### src/rtl/ysyx_25010008_mem_arbiter_if.sv
// Requester-side and memory-side signals of the fetch/LSU memory arbiter.
// The slave modport is the arbiter's view; master is the environment's view.
interface ysyx_25010008_mem_arbiter_if #(
    parameter int unsigned N = 2
) ();
    logic [N-1:0]    req;
    logic [N-1:0]    we;
    logic [32*N-1:0] addr;
    logic [32*N-1:0] wdata;
    logic [4*N-1:0]  wmask;
    logic [N-1:0]    gnt;
    logic [N-1:0]    rsp_valid;
    logic [31:0]     rsp_rdata;
    logic [1:0]      rsp_resp;
    logic            mem_req;
    logic            mem_ready;
    logic            mem_we;
    logic [31:0]     mem_addr;
    logic [31:0]     mem_wdata;
    logic [3:0]      mem_wmask;
    logic            mem_rvalid;
    logic [31:0]     mem_rdata;
    logic [1:0]      mem_resp;

    modport slave (
        input  req, we, addr, wdata, wmask, mem_ready, mem_rvalid, mem_rdata, mem_resp,
        output gnt, rsp_valid, rsp_rdata, rsp_resp,
        output mem_req, mem_we, mem_addr, mem_wdata, mem_wmask
    );

    modport master (
        output req, we, addr, wdata, wmask, mem_ready, mem_rvalid, mem_rdata, mem_resp,
        input  gnt, rsp_valid, rsp_rdata, rsp_resp,
        input  mem_req, mem_we, mem_addr, mem_wdata, mem_wmask
    );
endinterface

### src/rtl/ysyx_25010008_mem_arbiter.sv
// Round-robin arbiter sharing one memory port between fetch (0) and load/store (1).
// One transaction in flight; a response timeout turns a hung memory into an error.
module ysyx_25010008_mem_arbiter #(
    parameter int unsigned N       = 2,
    parameter int unsigned TIMEOUT = 255
) (
    input  logic                      clock,
    input  logic                      reset,
    ysyx_25010008_mem_arbiter_if.slave bus
);
    localparam int unsigned IdxW = (N > 1) ? $clog2(N) : 1;
    localparam logic [N-1:0] OneHot0 = N'(1);

    typedef enum logic [1:0] {StIdle, StAddr, StResp, StDone} state_e;

    state_e          r_state,     w_state_next;
    logic [IdxW-1:0] r_owner,     w_owner_next;
    logic [IdxW-1:0] r_last,      w_last_next;
    logic [15:0]     r_cnt,       w_cnt_next;
    logic [N-1:0]    r_gnt,       w_gnt_next;
    logic [N-1:0]    r_rsp_valid, w_rsp_valid_next;
    logic [31:0]     r_rsp_rdata, w_rsp_rdata_next;
    logic [1:0]      r_rsp_resp,  w_rsp_resp_next;
    logic            r_mem_req,   w_mem_req_next;
    logic            r_mem_we,    w_mem_we_next;
    logic [31:0]     r_mem_addr,  w_mem_addr_next;
    logic [31:0]     r_mem_wdata, w_mem_wdata_next;
    logic [3:0]      r_mem_wmask, w_mem_wmask_next;
    logic            w_found;
    logic [IdxW-1:0] w_winner;
    logic [15:0]     w_cnt_inc;

    // First requester found scanning upward from the slot after the last winner.
    always_comb begin
        w_found  = 1'b0;
        w_winner = '0;
        for (int unsigned i = 1; i <= N; i++) begin
            int unsigned idx;
            idx = 32'(r_last) + i;
            if (idx >= N) idx = idx - N;
            if (!w_found && bus.req[IdxW'(idx)]) begin
                w_found  = 1'b1;
                w_winner = IdxW'(idx);
            end
        end
    end

    assign w_cnt_inc = r_cnt + 16'd1;

    always_comb begin
        w_state_next     = r_state;
        w_owner_next     = r_owner;
        w_last_next      = r_last;
        w_cnt_next       = r_cnt;
        w_gnt_next       = '0;
        w_rsp_valid_next = '0;
        w_rsp_rdata_next = r_rsp_rdata;
        w_rsp_resp_next  = r_rsp_resp;
        w_mem_req_next   = r_mem_req;
        w_mem_we_next    = r_mem_we;
        w_mem_addr_next  = r_mem_addr;
        w_mem_wdata_next = r_mem_wdata;
        w_mem_wmask_next = r_mem_wmask;
        unique case (r_state)
            StIdle: begin
                if (w_found) begin
                    w_owner_next     = w_winner;
                    w_mem_req_next   = 1'b1;
                    w_mem_we_next    = bus.we[w_winner];
                    w_mem_addr_next  = 32'(bus.addr >> (32 * 32'(w_winner)));
                    w_mem_wdata_next = 32'(bus.wdata >> (32 * 32'(w_winner)));
                    w_mem_wmask_next = 4'(bus.wmask >> (4 * 32'(w_winner)));
                    w_state_next     = StAddr;
                end
            end
            StAddr: begin
                if (bus.mem_ready) begin
                    w_mem_req_next = 1'b0;
                    w_gnt_next     = OneHot0 << r_owner;
                    w_cnt_next     = '0;
                    w_state_next   = StResp;
                end
            end
            StResp: begin
                // A real response wins over a timeout landing in the same cycle.
                if (bus.mem_rvalid) begin
                    w_rsp_rdata_next = bus.mem_rdata;
                    w_rsp_resp_next  = bus.mem_resp;
                    w_rsp_valid_next = OneHot0 << r_owner;
                    w_state_next     = StDone;
                end else if (w_cnt_inc == 16'(TIMEOUT)) begin
                    w_rsp_rdata_next = '0;
                    w_rsp_resp_next  = 2'b11;
                    w_rsp_valid_next = OneHot0 << r_owner;
                    w_state_next     = StDone;
                end else begin
                    w_cnt_next = w_cnt_inc;
                end
            end
            StDone: begin
                w_last_next  = r_owner;
                w_state_next = StIdle;
            end
            default: w_state_next = StIdle;
        endcase
    end

    always_ff @(posedge clock or posedge reset) begin
        if (reset) begin
            r_state     <= StIdle;
            r_owner     <= '0;
            r_last      <= IdxW'(N - 1);
            r_cnt       <= '0;
            r_gnt       <= '0;
            r_rsp_valid <= '0;
            r_rsp_rdata <= '0;
            r_rsp_resp  <= '0;
            r_mem_req   <= 1'b0;
            r_mem_we    <= 1'b0;
            r_mem_addr  <= '0;
            r_mem_wdata <= '0;
            r_mem_wmask <= '0;
        end else begin
            r_state     <= w_state_next;
            r_owner     <= w_owner_next;
            r_last      <= w_last_next;
            r_cnt       <= w_cnt_next;
            r_gnt       <= w_gnt_next;
            r_rsp_valid <= w_rsp_valid_next;
            r_rsp_rdata <= w_rsp_rdata_next;
            r_rsp_resp  <= w_rsp_resp_next;
            r_mem_req   <= w_mem_req_next;
            r_mem_we    <= w_mem_we_next;
            r_mem_addr  <= w_mem_addr_next;
            r_mem_wdata <= w_mem_wdata_next;
            r_mem_wmask <= w_mem_wmask_next;
        end
    end

    assign bus.gnt       = r_gnt;
    assign bus.rsp_valid = r_rsp_valid;
    assign bus.rsp_rdata = r_rsp_rdata;
    assign bus.rsp_resp  = r_rsp_resp;
    assign bus.mem_req   = r_mem_req;
    assign bus.mem_we    = r_mem_we;
    assign bus.mem_addr  = r_mem_addr;
    assign bus.mem_wdata = r_mem_wdata;
    assign bus.mem_wmask = r_mem_wmask;
endmodule

### src/flat_wrapper.sv
// flat-port wrapper written by rule: the top's interface ports become plain ports
module ysyx_25010008_mem_arbiter_flat 
#(
    parameter int unsigned N       = 2,
    parameter int unsigned TIMEOUT = 255
)
  (clock, reset, bus_req, bus_we, bus_addr, bus_wdata, bus_wmask, bus_mem_ready, bus_mem_rvalid, bus_mem_rdata, bus_mem_resp, bus_gnt, bus_rsp_valid, bus_rsp_rdata, bus_rsp_resp, bus_mem_req, bus_mem_we, bus_mem_addr, bus_mem_wdata, bus_mem_wmask);
  ysyx_25010008_mem_arbiter_if #(.N(N)) bus_i ();
  input  logic clock;
  input  logic reset;
  input wire logic [$bits(bus_i.req)-1:0] bus_req;
  input wire logic [$bits(bus_i.we)-1:0] bus_we;
  input wire logic [$bits(bus_i.addr)-1:0] bus_addr;
  input wire logic [$bits(bus_i.wdata)-1:0] bus_wdata;
  input wire logic [$bits(bus_i.wmask)-1:0] bus_wmask;
  input wire logic [$bits(bus_i.mem_ready)-1:0] bus_mem_ready;
  input wire logic [$bits(bus_i.mem_rvalid)-1:0] bus_mem_rvalid;
  input wire logic [$bits(bus_i.mem_rdata)-1:0] bus_mem_rdata;
  input wire logic [$bits(bus_i.mem_resp)-1:0] bus_mem_resp;
  output wire logic [$bits(bus_i.gnt)-1:0] bus_gnt;
  output wire logic [$bits(bus_i.rsp_valid)-1:0] bus_rsp_valid;
  output wire logic [$bits(bus_i.rsp_rdata)-1:0] bus_rsp_rdata;
  output wire logic [$bits(bus_i.rsp_resp)-1:0] bus_rsp_resp;
  output wire logic [$bits(bus_i.mem_req)-1:0] bus_mem_req;
  output wire logic [$bits(bus_i.mem_we)-1:0] bus_mem_we;
  output wire logic [$bits(bus_i.mem_addr)-1:0] bus_mem_addr;
  output wire logic [$bits(bus_i.mem_wdata)-1:0] bus_mem_wdata;
  output wire logic [$bits(bus_i.mem_wmask)-1:0] bus_mem_wmask;
  assign bus_i.req = bus_req;
  assign bus_i.we = bus_we;
  assign bus_i.addr = bus_addr;
  assign bus_i.wdata = bus_wdata;
  assign bus_i.wmask = bus_wmask;
  assign bus_i.mem_ready = bus_mem_ready;
  assign bus_i.mem_rvalid = bus_mem_rvalid;
  assign bus_i.mem_rdata = bus_mem_rdata;
  assign bus_i.mem_resp = bus_mem_resp;
  assign bus_gnt = bus_i.gnt;
  assign bus_rsp_valid = bus_i.rsp_valid;
  assign bus_rsp_rdata = bus_i.rsp_rdata;
  assign bus_rsp_resp = bus_i.rsp_resp;
  assign bus_mem_req = bus_i.mem_req;
  assign bus_mem_we = bus_i.mem_we;
  assign bus_mem_addr = bus_i.mem_addr;
  assign bus_mem_wdata = bus_i.mem_wdata;
  assign bus_mem_wmask = bus_i.mem_wmask;
  ysyx_25010008_mem_arbiter #(.N(N), .TIMEOUT(TIMEOUT)) u_core (.clock(clock), .reset(reset), .bus(bus_i));
endmodule
### config.mk
export PLATFORM = sky130hd
export DESIGN_NAME = ysyx_25010008_mem_arbiter_flat
export DESIGN_NICKNAME = d
export VERILOG_FILES = /design/src/rtl/ysyx_25010008_mem_arbiter_if.sv /design/src/rtl/ysyx_25010008_mem_arbiter.sv /design/src/flat_wrapper.sv
export SDC_FILE = /design/constraint.sdc
export NUM_CORES = 1
export LEC_CHECK = 0
export ABC_AREA = 0
export CAP_MARGIN = 5
export CORE_MARGIN = 2
export CORE_UTILIZATION = 41
export CTS_BUF_LIST = sky130_fd_sc_hd__clkbuf_4 sky130_fd_sc_hd__clkbuf_8 sky130_fd_sc_hd__clkbuf_16
export DETAILED_ROUTE_END_ITERATION = 7
export PLACE_DENSITY = 0.8
export SLEW_MARGIN = 20
export SYNTH_ARGS = -nofsm -noshare
export SYNTH_HDL_FRONTEND = slang
export SYNTH_SLANG_ARGS = --single-unit
### constraint.sdc
create_clock -name clock -period 5.9 [get_ports clock]
set_clock_uncertainty 0.2 [all_clocks]
set_input_delay 1.18 -clock clock [delete_from_list [all_inputs] [get_ports clock]]
set_output_delay 1.18 -clock clock [all_outputs]
set_load 0.01 [all_outputs]
======== Yosys cells after proc, flatten, opt, wreduce, memory -nomap -nowiden ========
Index checks and enable logic that the tools add are counted.
word-level totals
  word-level logic and storage cells ...... 79
  output and inout bits ................... 108
  register bits ........................... 128
operators by class
  multiplexer cells ....................... 32
  reduce and logical (&&, ||, !) cells .... 11
  equality and inequality tests ........... 9
  shifts and indexed selects .............. 4
  add/subtract/negate cells ............... 5
  $lt $le $gt $ge ......................... 5
operator list
  cell                                                               number
  >> shifter 64 x 6 -> 32 bit                                        2
  2-to-1 mux 32 bit                                                  2
  2-to-1 mux 16 bit                                                  3
  case mux 16 bit (2 select lines)                                   1
  2-to-1 mux 2 bit                                                   10
  adder 16 x 1 -> 16 bit, second input constant                      1
  equality test 16 x 8 -> 1 bit, second input constant               1
  2-to-1 mux 1 bit                                                   14
  case mux 2 bit (4 select lines)                                    1
  >> shifter 8 x 3 -> 4 bit                                          1
  less-than comparator 1 x 2 -> 1 bit, second input constant         3
  != test 2 bit, second input constant                               3
  AND reduction 3 bit                                                2
  nonzero test 2 bit                                                 3
  equality test 2 bit, second input constant                         2
  AND reduction 2 bit                                                2
  AND reduction 4 bit                                                1
  adder 1 x 2 -> 3 bit, second input constant                        1
  greater-or-equal comparator 3 x 2 -> 1 bit, second input constant  1
  != test 3 x 2 -> 1 bit, second input constant                      1
  adder 1 x 1 -> 2 bit, second input constant                        1
  equality test 2 x 1 -> 1 bit, second input constant                1
  greater-or-equal comparator 2 bit, second input constant           1
  zero test 2 bit                                                    1
  6 further kinds                                                    7

======== Depth between registers and ports, before layout ========
  depth in word-level cells ............... 11
  gate-level depth with buffers ........... 10

======== Least setup slack after synthesis ========
No wires, ideal clock.
  path kind ............................... input -> register
  start point ............................. input port bus_req[1]
  end point ............................... register u_core.r_mem_addr[0] (netlist: u_core.bus.mem_addr[0])
  path buffers ............................ 3
  arrival ................................. 2440 ps
  slack ................................... 3178 ps
  stages .................................. 6
  path through ............................ o21ai_0 clkbuf_1 clkbuf_1 clkbuf_1 nand2_1 o21ai_0
between the ends
  cells in the longest elaborated chain, start to end .. 7
RTL lines
  element                                                             RTL line                          text
  start, declared                                                     flat_wrapper.sv:11                input wire logic [$bits(bus_i.req)-1:0] bus_req;
  2-to-1 mux 1 bit (implied by the code) (2 in a row)                 ysyx_25010008_mem_arbiter.sv:41   if (!w_found && bus.req[IdxW'(idx)]) begin
  2-to-1 mux 1 bit                                                    ysyx_25010008_mem_arbiter.sv:41
  zero test 1 bit                                                     ysyx_25010008_mem_arbiter.sv:41
  logical AND 1 bit                                                   ysyx_25010008_mem_arbiter.sv:41
  2-to-1 mux 1 bit                                                    ysyx_25010008_mem_arbiter.sv:41
  >> shifter 64 x 6 -> 32 bit or AND reduction 2 bit (tied branches)  n/a
  end signal, assigned                                                ysyx_25010008_mem_arbiter.sv:134  r_mem_addr <= w_mem_addr_next;
  end, declared                                                       ysyx_25010008_mem_arbiter.sv:26   logic [31:0] r_mem_addr, w_mem_addr_next;
Several ways; a longest one is shown, not always the timed one. The select of a mux whose other input is x is not followed.
A chain may end at the register's enable or synchronous reset.

======== Final worst setup path ========
  start point ............................. register u_core.r_cnt[1]
  end point ............................... register u_core.r_rsp_rdata[6] (netlist: u_core.bus.rsp_rdata[6])
between the ends
  cells in the longest elaborated chain, start to end .. 4
RTL lines
  element                               RTL line                          text
  start, declared                       ysyx_25010008_mem_arbiter.sv:19   logic [15:0] r_cnt, w_cnt_next;
  start signal, assigned                ysyx_25010008_mem_arbiter.sv:127  r_cnt <= w_cnt_next;
  adder 16 x 1 -> 16 bit                ysyx_25010008_mem_arbiter.sv:48   assign w_cnt_inc = r_cnt + 16'd1;
  equality test 16 x 8 -> 1 bit         ysyx_25010008_mem_arbiter.sv:91   end else if (w_cnt_inc == 16'(TIMEOUT)) begin
  nonzero test 2 bit (no source line)   n/a
  AND reduction 2 bit (no source line)  n/a
  end signal, assigned                  ysyx_25010008_mem_arbiter.sv:130  r_rsp_rdata <= w_rsp_rdata_next;
  end, declared                         ysyx_25010008_mem_arbiter.sv:22   logic [31:0] r_rsp_rdata, w_rsp_rdata_next;
No other way between the ends.

==> metrics <==
status completed; initial antenna violation count 0; postcts setup bufs 0; total negative slack 0 ns; Leakage 4.16 nW; setup ws final 2.80 ns; worst hold path class flop to flop; clock sinks 128; Logic pwr share 42.9%; # DRC 0; CTS Hold Bufs 0; pre-CTS WS 2.21 ns; vias in the first global route 5643; post_cts resized 0; # rows 44; hold_ws 0.275 ns; clock slew at reported path FFs 0.06 ns; synthesized flop and latch total 128; power share of the clock group 22.8%; Congestion Overflow GR 0; worst-margin pin slew 0.836 ns; syn_nets 753; fmax 322 MHz; Yosys warning count 0; simple-gate share of the synthesized area 11.6%; synth unique cells 54; Post-Syn Instances 569; Setup CP Type flop to flop; Max Cap Violations 0; Synth Flop Type dfrtp_1; # setup viols final 0; largest family of logic cells by synthesized area compound AO/OA/AOI/OAI gates; vias 5436; drt first-iter violations 290; Min Clock Period, post-route 3.10 ns; Worst setup EP type flop; peak supply drop 0.219 mV; worst rel slew slack 44.3%; TritonCTS clock tree done; H-tree depth 4; WL met1 6560 µm; Final Hold Violating Endpoints 0; post-layout instance count excluding filler cells 1032; Die Width 125 µm; switching share of power 34.9%; Pre-antenna DRT Iters 4; share of layout cells above drive strength 1 6.25%; vias per cell 5.27; Final Max Tran Viols 0; first-pass GRT wire length 28800 µm; pwr/cell area 460 mW/mm²; GRT Total Usage 22.9%; Post-DP Area 0.00899 mm²; ANT cells 0; Clock Latency Late Sink 0.42 ns; Post-Synth XOR/XNOR Area 0.579%; CTS buffer count 17; area of the core 0.0145 mm²; syn avg cell area 10.6 µm²; Clock Tree Buf Depth 2; mux share of post-synthesis cell area 12.3%; type of origin of the critical path flop; fin nets 1019; Sw Pwr 1.54 mW; Post-Synth Adder-Cell Area 1.24%; Crit path buffers/inverters 0; Post-Syn Area 0.00605 mm²; CP peak stage delay 0.50 ns; critical path arrival 3.21 ns; largest net degree at the start of global routing 139; DR WL met2 9050 µm; overall power 4.40 mW; ys async rst share 100%; Worst Path Required 6.00 ns; fin crit share 52.6%; WL per Instance 17.3 µm; complex-gate fraction of the synthesized area 17.4%; die height 125 µm; Post-synth EDFFs 0; worst-path fanout max 34; Final Util 66.0%; gpl congestion 0.874; Initial Utilization 41.8%; sequential fraction of the synthesis area 53.0%; final wirelength 17800 µm; die area 0.0157 mm²; PortBufs 285; internal power 2.86 mW; P&R area growth vs syn 58.0%; delay-heaviest family, CP compound AO/OA/AOI/OAI gates; antenna-violating nets left 0; RSZ-0062 raised after global routing false; DR top layer met4; design area 0.00956 mm²; slowest cell on the critical path a2111oi_4; Root Buffer clkbuf_16; HPWL Detailed 13000 µm; Top-Level Pins 286; DR WL met3 1630 µm; worst path cell trace ha_1 -> nand2_1 -> nor4b_4 -> nand3_2 -> a2111oi_4 -> a21o_4 -> nand2_4 -> a22o_1; Placed Cells 1000; Reg power frac 34.3%
cell families after synthesis:
logic type      count (synthesis)
compound gates                154
xor+xnor                        4
fa+ha+maj                       6
buf+inv                        52
flops                         128
mux                            74
simple gates                  151
layout by cell type, fill, tap and decap left out, types with 9 or more instances in the layout:
cell type	instances
nand2_1	87
mux2i_1	72
clkbuf_16	17
inv_1	9
o21ai_0	78
clkdlybuf4s50_1	285
nand3_1	16
a22o_1	33
dfrtp_1	127
nor2_1	17
cells in the mapped netlist, types with 7 or more instances:
library cell  instances  area (µm²)
dfrtp_1             127        3180
nand2_1              87         327
o21ai_0              79         395
mux2i_1              72         721
a22o_1               33         289
clkbuf_1             29         109
nor2_1               17        63.8
nand3_1              16        80.1
inv_1                10        37.5
buf_2                 8        40.0
nor3_1                7        35.0
o211ai_1              7        52.6
worst paths after layout:
check	slack (ns)	cells after the start	startpoint	endpoint
max	2.80	8	u_core.r_cnt[1]	u_core.bus.rsp_rdata[6]
min	0.28	2	u_core.bus.mem_wdata[12]	u_core.bus.mem_wdata[12]
max reg2reg	2.80	8	u_core.r_cnt[1]	u_core.bus.rsp_rdata[6]
min reg2reg	0.28	2	u_core.bus.mem_wdata[12]	u_core.bus.mem_wdata[12]
max in group asynchronous	3.50	3	reset	u_core.bus.mem_addr[13]
min in group asynchronous	1.00	2	reset	u_core.bus.rsp_rdata[25]
power groups by stage:
| stage | Sequential, mW | Clock, mW | Combinational (mW) |
|---|---|---|---|
| floorplan | 1.63 | 0 | 0.754 |
| global placement | 1.50 | 0 | 1.84 |
| detailed placement | 1.52 | 0 | 1.90 |
| CTS | 1.51 | 1.02 | 1.91 |
| global route | 1.56 | 1.07 | 2.06 |
| finish | 1.51 | 1.00 | 1.89 |
worst min-delay path: stages (launching register included):
cell and delay (ns):
dfrtp_1 0.34, nand2_1 0.04, o21ai_0 0.06
routing by layer:
metal | global-route usage (%) | vias up
met1 | 26.0 | 2575
met4 | 9.54 | 0
met5 | 0 | -
li1 | - | 2560
met2 | 38.8 | 253
met3 | 8.52 | 48
flip-flops by register name (all words and copies together) (netlist names):
register / cells
u_core.bus.mem_wmask: 4
u_core.r_state: 2
u_core.r_last: 1
u_core.bus.mem_req: 1
u_core.bus.mem_wdata: 32
u_core.bus.rsp_valid: 2
u_core.r_owner: 1
u_core.bus.rsp_resp: 2
u_core.bus.mem_we: 1
u_core.bus.mem_addr: 32
u_core.bus.gnt: 2
u_core.r_cnt: 16
u_core.bus.rsp_rdata: 32
final cells by class:
cell class / count / area, µm²
fill: 1104 / 4920
sequential: 128 / 3200
timing repair buffer: 289 / 2890
multi-input combinational: 389 / 2640
clock buffer: 18 / 433
tap: 184 / 230
clock inverter: 14 / 130
inverter: 10 / 40.0
Note: power is estimated with default switching activity, not from simulation.
